File: src/rtl/pc_seq_pkg.sv
// Shared types for the PC sequencer: run-control states, fault codes and
// the one-hot verdict produced by the next-address classifier.
package pc_seq_pkg;

    typedef enum logic [1:0] {
        IDLE  = 2'd0,
        RUN   = 2'd1,
        HALT  = 2'd2,
        FAULT = 2'd3
    } state_t;

    localparam logic [1:0] FC_NONE     = 2'd0;
    localparam logic [1:0] FC_MISALIGN = 2'd1;
    localparam logic [1:0] FC_RANGE    = 2'd2;
    localparam logic [1:0] FC_TIMEOUT  = 2'd3;

    // Exactly one field is set after priority resolution.
    typedef struct packed {
        logic misalign;
        logic range_err;
        logic selfloop;
        logic timeout;
        logic ok;
    } verdict_t;

endpackage

File: src/rtl/pc_check.sv
// Combinational classifier for the CPU's proposed next address; resolves
// misalign > out-of-range > self-jump > timeout > ok into a one-hot verdict.
module pc_check
    import pc_seq_pkg::*;
#(
    parameter int IM_BYTES   = 1024,
    parameter int MAX_RETIRE = 4096,
    parameter int CNT_W      = 32
) (
    input  logic [31:0]      next_pc,
    input  logic [31:0]      pc,
    input  logic [CNT_W-1:0] retired,
    output verdict_t         verdict
);

    localparam logic [31:0]      IM_LIMIT = 32'(IM_BYTES);
    localparam logic [CNT_W-1:0] RET_LAST = CNT_W'(MAX_RETIRE - 1);

    always_comb begin
        verdict = '0;
        if (next_pc[1:0] != 2'b00) begin
            verdict.misalign = 1'b1;
        end else if (next_pc >= IM_LIMIT) begin
            verdict.range_err = 1'b1;
        end else if (next_pc == pc) begin
            verdict.selfloop = 1'b1;
        end else if (retired == RET_LAST) begin
            // The commit happening now is the last one allowed.
            verdict.timeout = 1'b1;
        end else begin
            verdict.ok = 1'b1;
        end
    end

endmodule

File: src/rtl/pc_sequencer.sv
// Program-counter and run-control stage in front of the single-cycle CPU:
// owns the PC, commits next_pc each RUN cycle and counts retired instructions.
module pc_sequencer
    import pc_seq_pkg::*;
#(
    parameter logic [31:0] RESET_PC   = 32'h0000_0000,
    parameter int          IM_BYTES   = 1024,
    parameter int          MAX_RETIRE = 4096,
    parameter int          CNT_W      = 32
) (
    input  logic             clk,
    input  logic             rst_n,
    input  logic             start,
    input  logic [31:0]      next_pc,
    output logic [31:0]      pc,
    output logic             cpu_en,
    output logic             busy,
    output logic             done,
    output logic             fault,
    output logic [1:0]       fault_code,
    output logic [CNT_W-1:0] retired
);

    state_t           state;
    state_t           state_nx;
    logic [31:0]      pc_nx;
    logic [CNT_W-1:0] retired_nx;
    logic [CNT_W-1:0] retired_inc;
    logic [1:0]       fault_code_nx;
    verdict_t         verdict;

    pc_check #(
        .IM_BYTES  (IM_BYTES),
        .MAX_RETIRE(MAX_RETIRE),
        .CNT_W     (CNT_W)
    ) u_check (
        .next_pc(next_pc),
        .pc     (pc),
        .retired(retired),
        .verdict(verdict)
    );

    // Saturate rather than wrap so a very long run never reads as short.
    assign retired_inc = (&retired) ? retired : retired + CNT_W'(1);

    always_comb begin
        state_nx      = state;
        pc_nx         = pc;
        retired_nx    = retired;
        fault_code_nx = fault_code;
        case (state)
            RUN: begin
                // The current instruction always commits; only its successor
                // address can be rejected.
                retired_nx = retired_inc;
                if (verdict.misalign) begin
                    state_nx      = FAULT;
                    fault_code_nx = FC_MISALIGN;
                end else if (verdict.range_err) begin
                    state_nx      = FAULT;
                    fault_code_nx = FC_RANGE;
                end else if (verdict.selfloop) begin
                    state_nx = HALT;
                end else if (verdict.timeout) begin
                    state_nx      = FAULT;
                    fault_code_nx = FC_TIMEOUT;
                end else if (verdict.ok) begin
                    pc_nx = next_pc;
                end
            end
            IDLE, HALT, FAULT: begin
                if (start) begin
                    state_nx      = RUN;
                    pc_nx         = RESET_PC;
                    retired_nx    = '0;
                    fault_code_nx = FC_NONE;
                end
            end
            default: state_nx = IDLE;
        endcase
    end

    always_ff @(posedge clk or negedge rst_n) begin
        if (!rst_n) begin
            state      <= IDLE;
            pc         <= RESET_PC;
            retired    <= '0;
            fault_code <= FC_NONE;
        end else begin
            state      <= state_nx;
            pc         <= pc_nx;
            retired    <= retired_nx;
            fault_code <= fault_code_nx;
        end
    end

    assign busy   = (state == RUN);
    assign cpu_en = (state == RUN);
    assign done   = (state == HALT);
    assign fault  = (state == FAULT);

endmodule
File: config.mk
export PLATFORM = sky130hd
export DESIGN_NAME = pc_sequencer
export DESIGN_NICKNAME = d
export VERILOG_FILES = /design/src/rtl/pc_seq_pkg.sv /design/src/rtl/pc_check.sv /design/src/rtl/pc_sequencer.sv
export SDC_FILE = /design/constraint.sdc
export NUM_CORES = 1
export LEC_CHECK = 0
export CAP_MARGIN = 20
export CORE_MARGIN = 3
export CORE_UTILIZATION = 43
export DETAILED_ROUTE_END_ITERATION = 16
export PLACE_DENSITY = 0.86
export SLEW_MARGIN = 40
export SYNTH_ARGS = -nofsm -noshare
export SYNTH_HDL_FRONTEND = slang
export SYNTH_SLANG_ARGS = --single-unit
File: constraint.sdc
create_clock -name clk -period 2.2 [get_ports clk]
set_clock_uncertainty 0.2 [all_clocks]
set_input_delay 0.22 -clock clk [delete_from_list [all_inputs] [get_ports clk]]
set_output_delay 0.22 -clock clk [all_outputs]
set_load 0.03 [all_outputs]
==> qor.yml <==
rsz0062_at_grt: "true"
synthFlopType: "dfrtp_1"
grt_antenna_before_repair: 0
cp_cell_sequence: "nand4_4 -> buf_6 -> or2_4 -> or4_4 -> o2111a_2 -> buf_12 -> buf_12 -> nor3b_2"
grt-ovfl-total: 0
route.detailed.drc: 0
yosys.cell_count.top_type: "dfrtp_1"
post_route_cells_drive_above_1_share_pct: 43.4
clockRootBuffer: "clkbuf_8"
vias: 4544
post_drt_wl_per_cell_um: 23.2
setup_tns_ps: -8770
failed_checks: "setup timing"
worst_skew_pair.late_latency_ps: 360
timing.slew.headroom_pct: 50.1
maxSlewViolCount: 0
worst_pin_slew_ps: 749
timing.rr.start: "retired[3]"
floorplan.die.width_um: 98.8
ff2ff_path_depth: 8
numPortBuffers: 104
post_synth_and_or_nand_nor_area_fraction_pct: 26.0
cap_violations: 0
cp_max_fo: 6
ff2ff_setup_slack_ps: -270
largest_cells_by_area_after_synthesis: "dfrtp_1 (46%), xor2_1 (7.6%), nor3b_1 (4.9%), nand2_1 (3.3%), nor4_1 (3.2%)"
cts-buffers-inserted: 9
initial_utilization_pct: 44.6
fin_crit_ps: 2470
synth_area_leader_cell: "dfrtp_1"
post_synth_inst_count: 383
synth.distinct_cells: 48
core_area_um2: 8300
ir_drop_uv: 456
dp_hpwl_um: 9650
grt_start_max_net_pins: 39
grt_first_pass_wirelength_um: 23900
antennaDiodeCount: 0
outcome: "complete, but fails checks"
post_drt_via_cell_ratio: 6.37
tritoncts_num_sinks: 68
placedCellCount: 662
area_fraction_in_compound_gates_after_synthesis_pct: 13.1
critPathLaunchType: "register"
grt_pass1_vias: 4593
arrival_time_at_the_worst_endpoint_ps: 2550
critical_path_max_stage_delay_ps: 520
async_flop_share_pct: 100
cts-htree-levels: 3
synth.cell_area_um2: 3700
power.leakage_nw: 2.90
io-pin-count: 105
muxShareOfSynthArea_pct: 2.71
avgSynthCellArea_um2: 9.66
postRouteWirelength_um: 16500
finalSetupViolCount: 59
critical_path_class: "reg2reg"
ys_warn_count: 0
syn_nets: 419
worstHoldPathType: "in2async"
cts.path.max_buffers: 2
total_power_density_per_cell_area_nw_per_um2: 573
highest_achievable_clock_rate_ghz: 0.404
synth_edf_count: 0
place_congestion: 0.912
dieArea_um2: 9750
post_synth_xor_area_fraction_pct: 7.81
finish.net_count: 639
critical_path_required_ps: 2280
synthAdderAreaFrac_pct: 0.338
grtUsageTotal_pct: 31.3
ys_ff_latch: 68
critical_path.reg2reg.endpoint: "pc[28]"
fin_cells: 713
combinational_family_with_the_most_area_after_synthesis: "simple AND/OR/NAND/NOR gates"
synthTopCellsByCount: "dfrtp_1 (68), nand2_1 (33), xor2_1 (32)"
hold_viol_final: 0
cts.clk_slew.worst_paths_ps: 100
tritoncts: "done"
die_h_um: 98.8
dp_worst_setup_slack_ps: -432
critPathSlowestCell: "or4_4"
syn2layout_area_growth_pct: 82.3
worst_path_most_repeated_cell: "buf_12"
floorplan.rows: 33
final_antenna_net_count: 0
synth-seq-area-share_pct: 46.0
dr.first_iter.drc_count: 504
fin_crit_sh_pct: 112
layout_setup_ws_ps: -274
timing.critical_path.to_type: "register"
detail_route.first_pass.iterations: 5
netlist.area_leader.share_pct: 46.0
sequential cells by signal, indices dropped and copies added, names as in the netlist:
register    cells
fault_code      2
retired        32
state           2
pc             32
layout make-up:
type | count | area (µm²)
sequential | 68 | 1730
clock inverter | 7 | 108
timing repair buffer | 233 | 2190
fill | 398 | 1550
multi-input combinational | 278 | 2410
clock buffer | 9 | 124
tap | 105 | 131
inverter | 13 | 52.6
layer usage:
metal	vias up	track usage, %	share of wire, %
li1	1875	-	-
met1	2209	36.1	34
met2	356	53.9	50
met3	104	6.23	8.8
met4	0	17.9	6.5
met5	-	0	0
critical path: cells and delay by family, from the launching register on:
| family | cells | cell delay [ps] |
|---|---|---|
| compound gates | 1 | 260 |
| buf+inv | 3 | 460 |
| flops | 1 | 400 |
| simple gates | 4 | 1090 |
power breakdown:
part / total, W / internal (W) / switching [W]
sequential: 0.00137 / 0.00131 / 0.0000673
combinational: 0.00125 / 0.000464 / 0.000791
clock: 0.00124 / 0.000660 / 0.000577
total: 0.00386 / 0.00243 / 0.00144
timing repair:
item                                    CTS  global route
pin swaps                                22            31
hold endpoints to repair                 30             0
hold buffers                              1             0
gates resized for setup                  50            67
endpoints found under the setup margin   68            69
setup buffers                            22            16
cloned                                    2             1
layout by cell type, fill, tap and decap left out, types with 8 or more instances in the layout:
cell type and count:
buf_4 98, or4_4 9, buf_6 22, xor2_1 32, inv_1 12, mux2i_1 9
a21oi_2 8, nor4_2 10, nor2_1 16, nor3b_2 19, nand2_1 32, nand4_1 12
dfrtp_1 46, nand3_1 10, dfrtp_2 22, clkdlybuf4s50_1 101, nor4_1 8, clkbuf_8 9
metrics by stage:
step	power [W]	util [%]	hold WS, ps	area [µm²]
2_1_floorplan	0.00193	-	-276	4010
3_3_place_gp	0.00240	69.0	97.1	5730
3_5_place_dp	0.00245	69.0	105	5730
4_1_cts	0.00371	77.4	266	6420
5_1_grt	0.00396	81.3	287	6750
6_report	0.00386	81.3	251	6750
worst max-delay path by stage:
stage / from / endpoint / slack, ps / depth (start not counted)
3_5_place_dp: next_pc[3] / pc[15] / -430 / 9
4_1_cts: retired[5] / pc[6] / -180 / 7
2_1_floorplan: retired[8] / retired[23] / -270 / 6
3_3_place_gp: next_pc[3] / pc[16] / -300 / 9
5_1_grt: pc[1] / pc[28] / -390 / 7
6_report: retired[3] / pc[28] / -270 / 8
cell families (layout without fill, tap and decap cells):
family                   Yosys count  after routing
XOR/XNOR                          33             33
flip-flops                        68             68
buffers and inverters             37            262
adder cells (fa/ha/maj)            1              1
multiplexers                      10             10
AO/OA/AOI/OAI                     70             70
AND/OR/NAND/NOR                  164            164
Power figures use the tool's default switching activity.
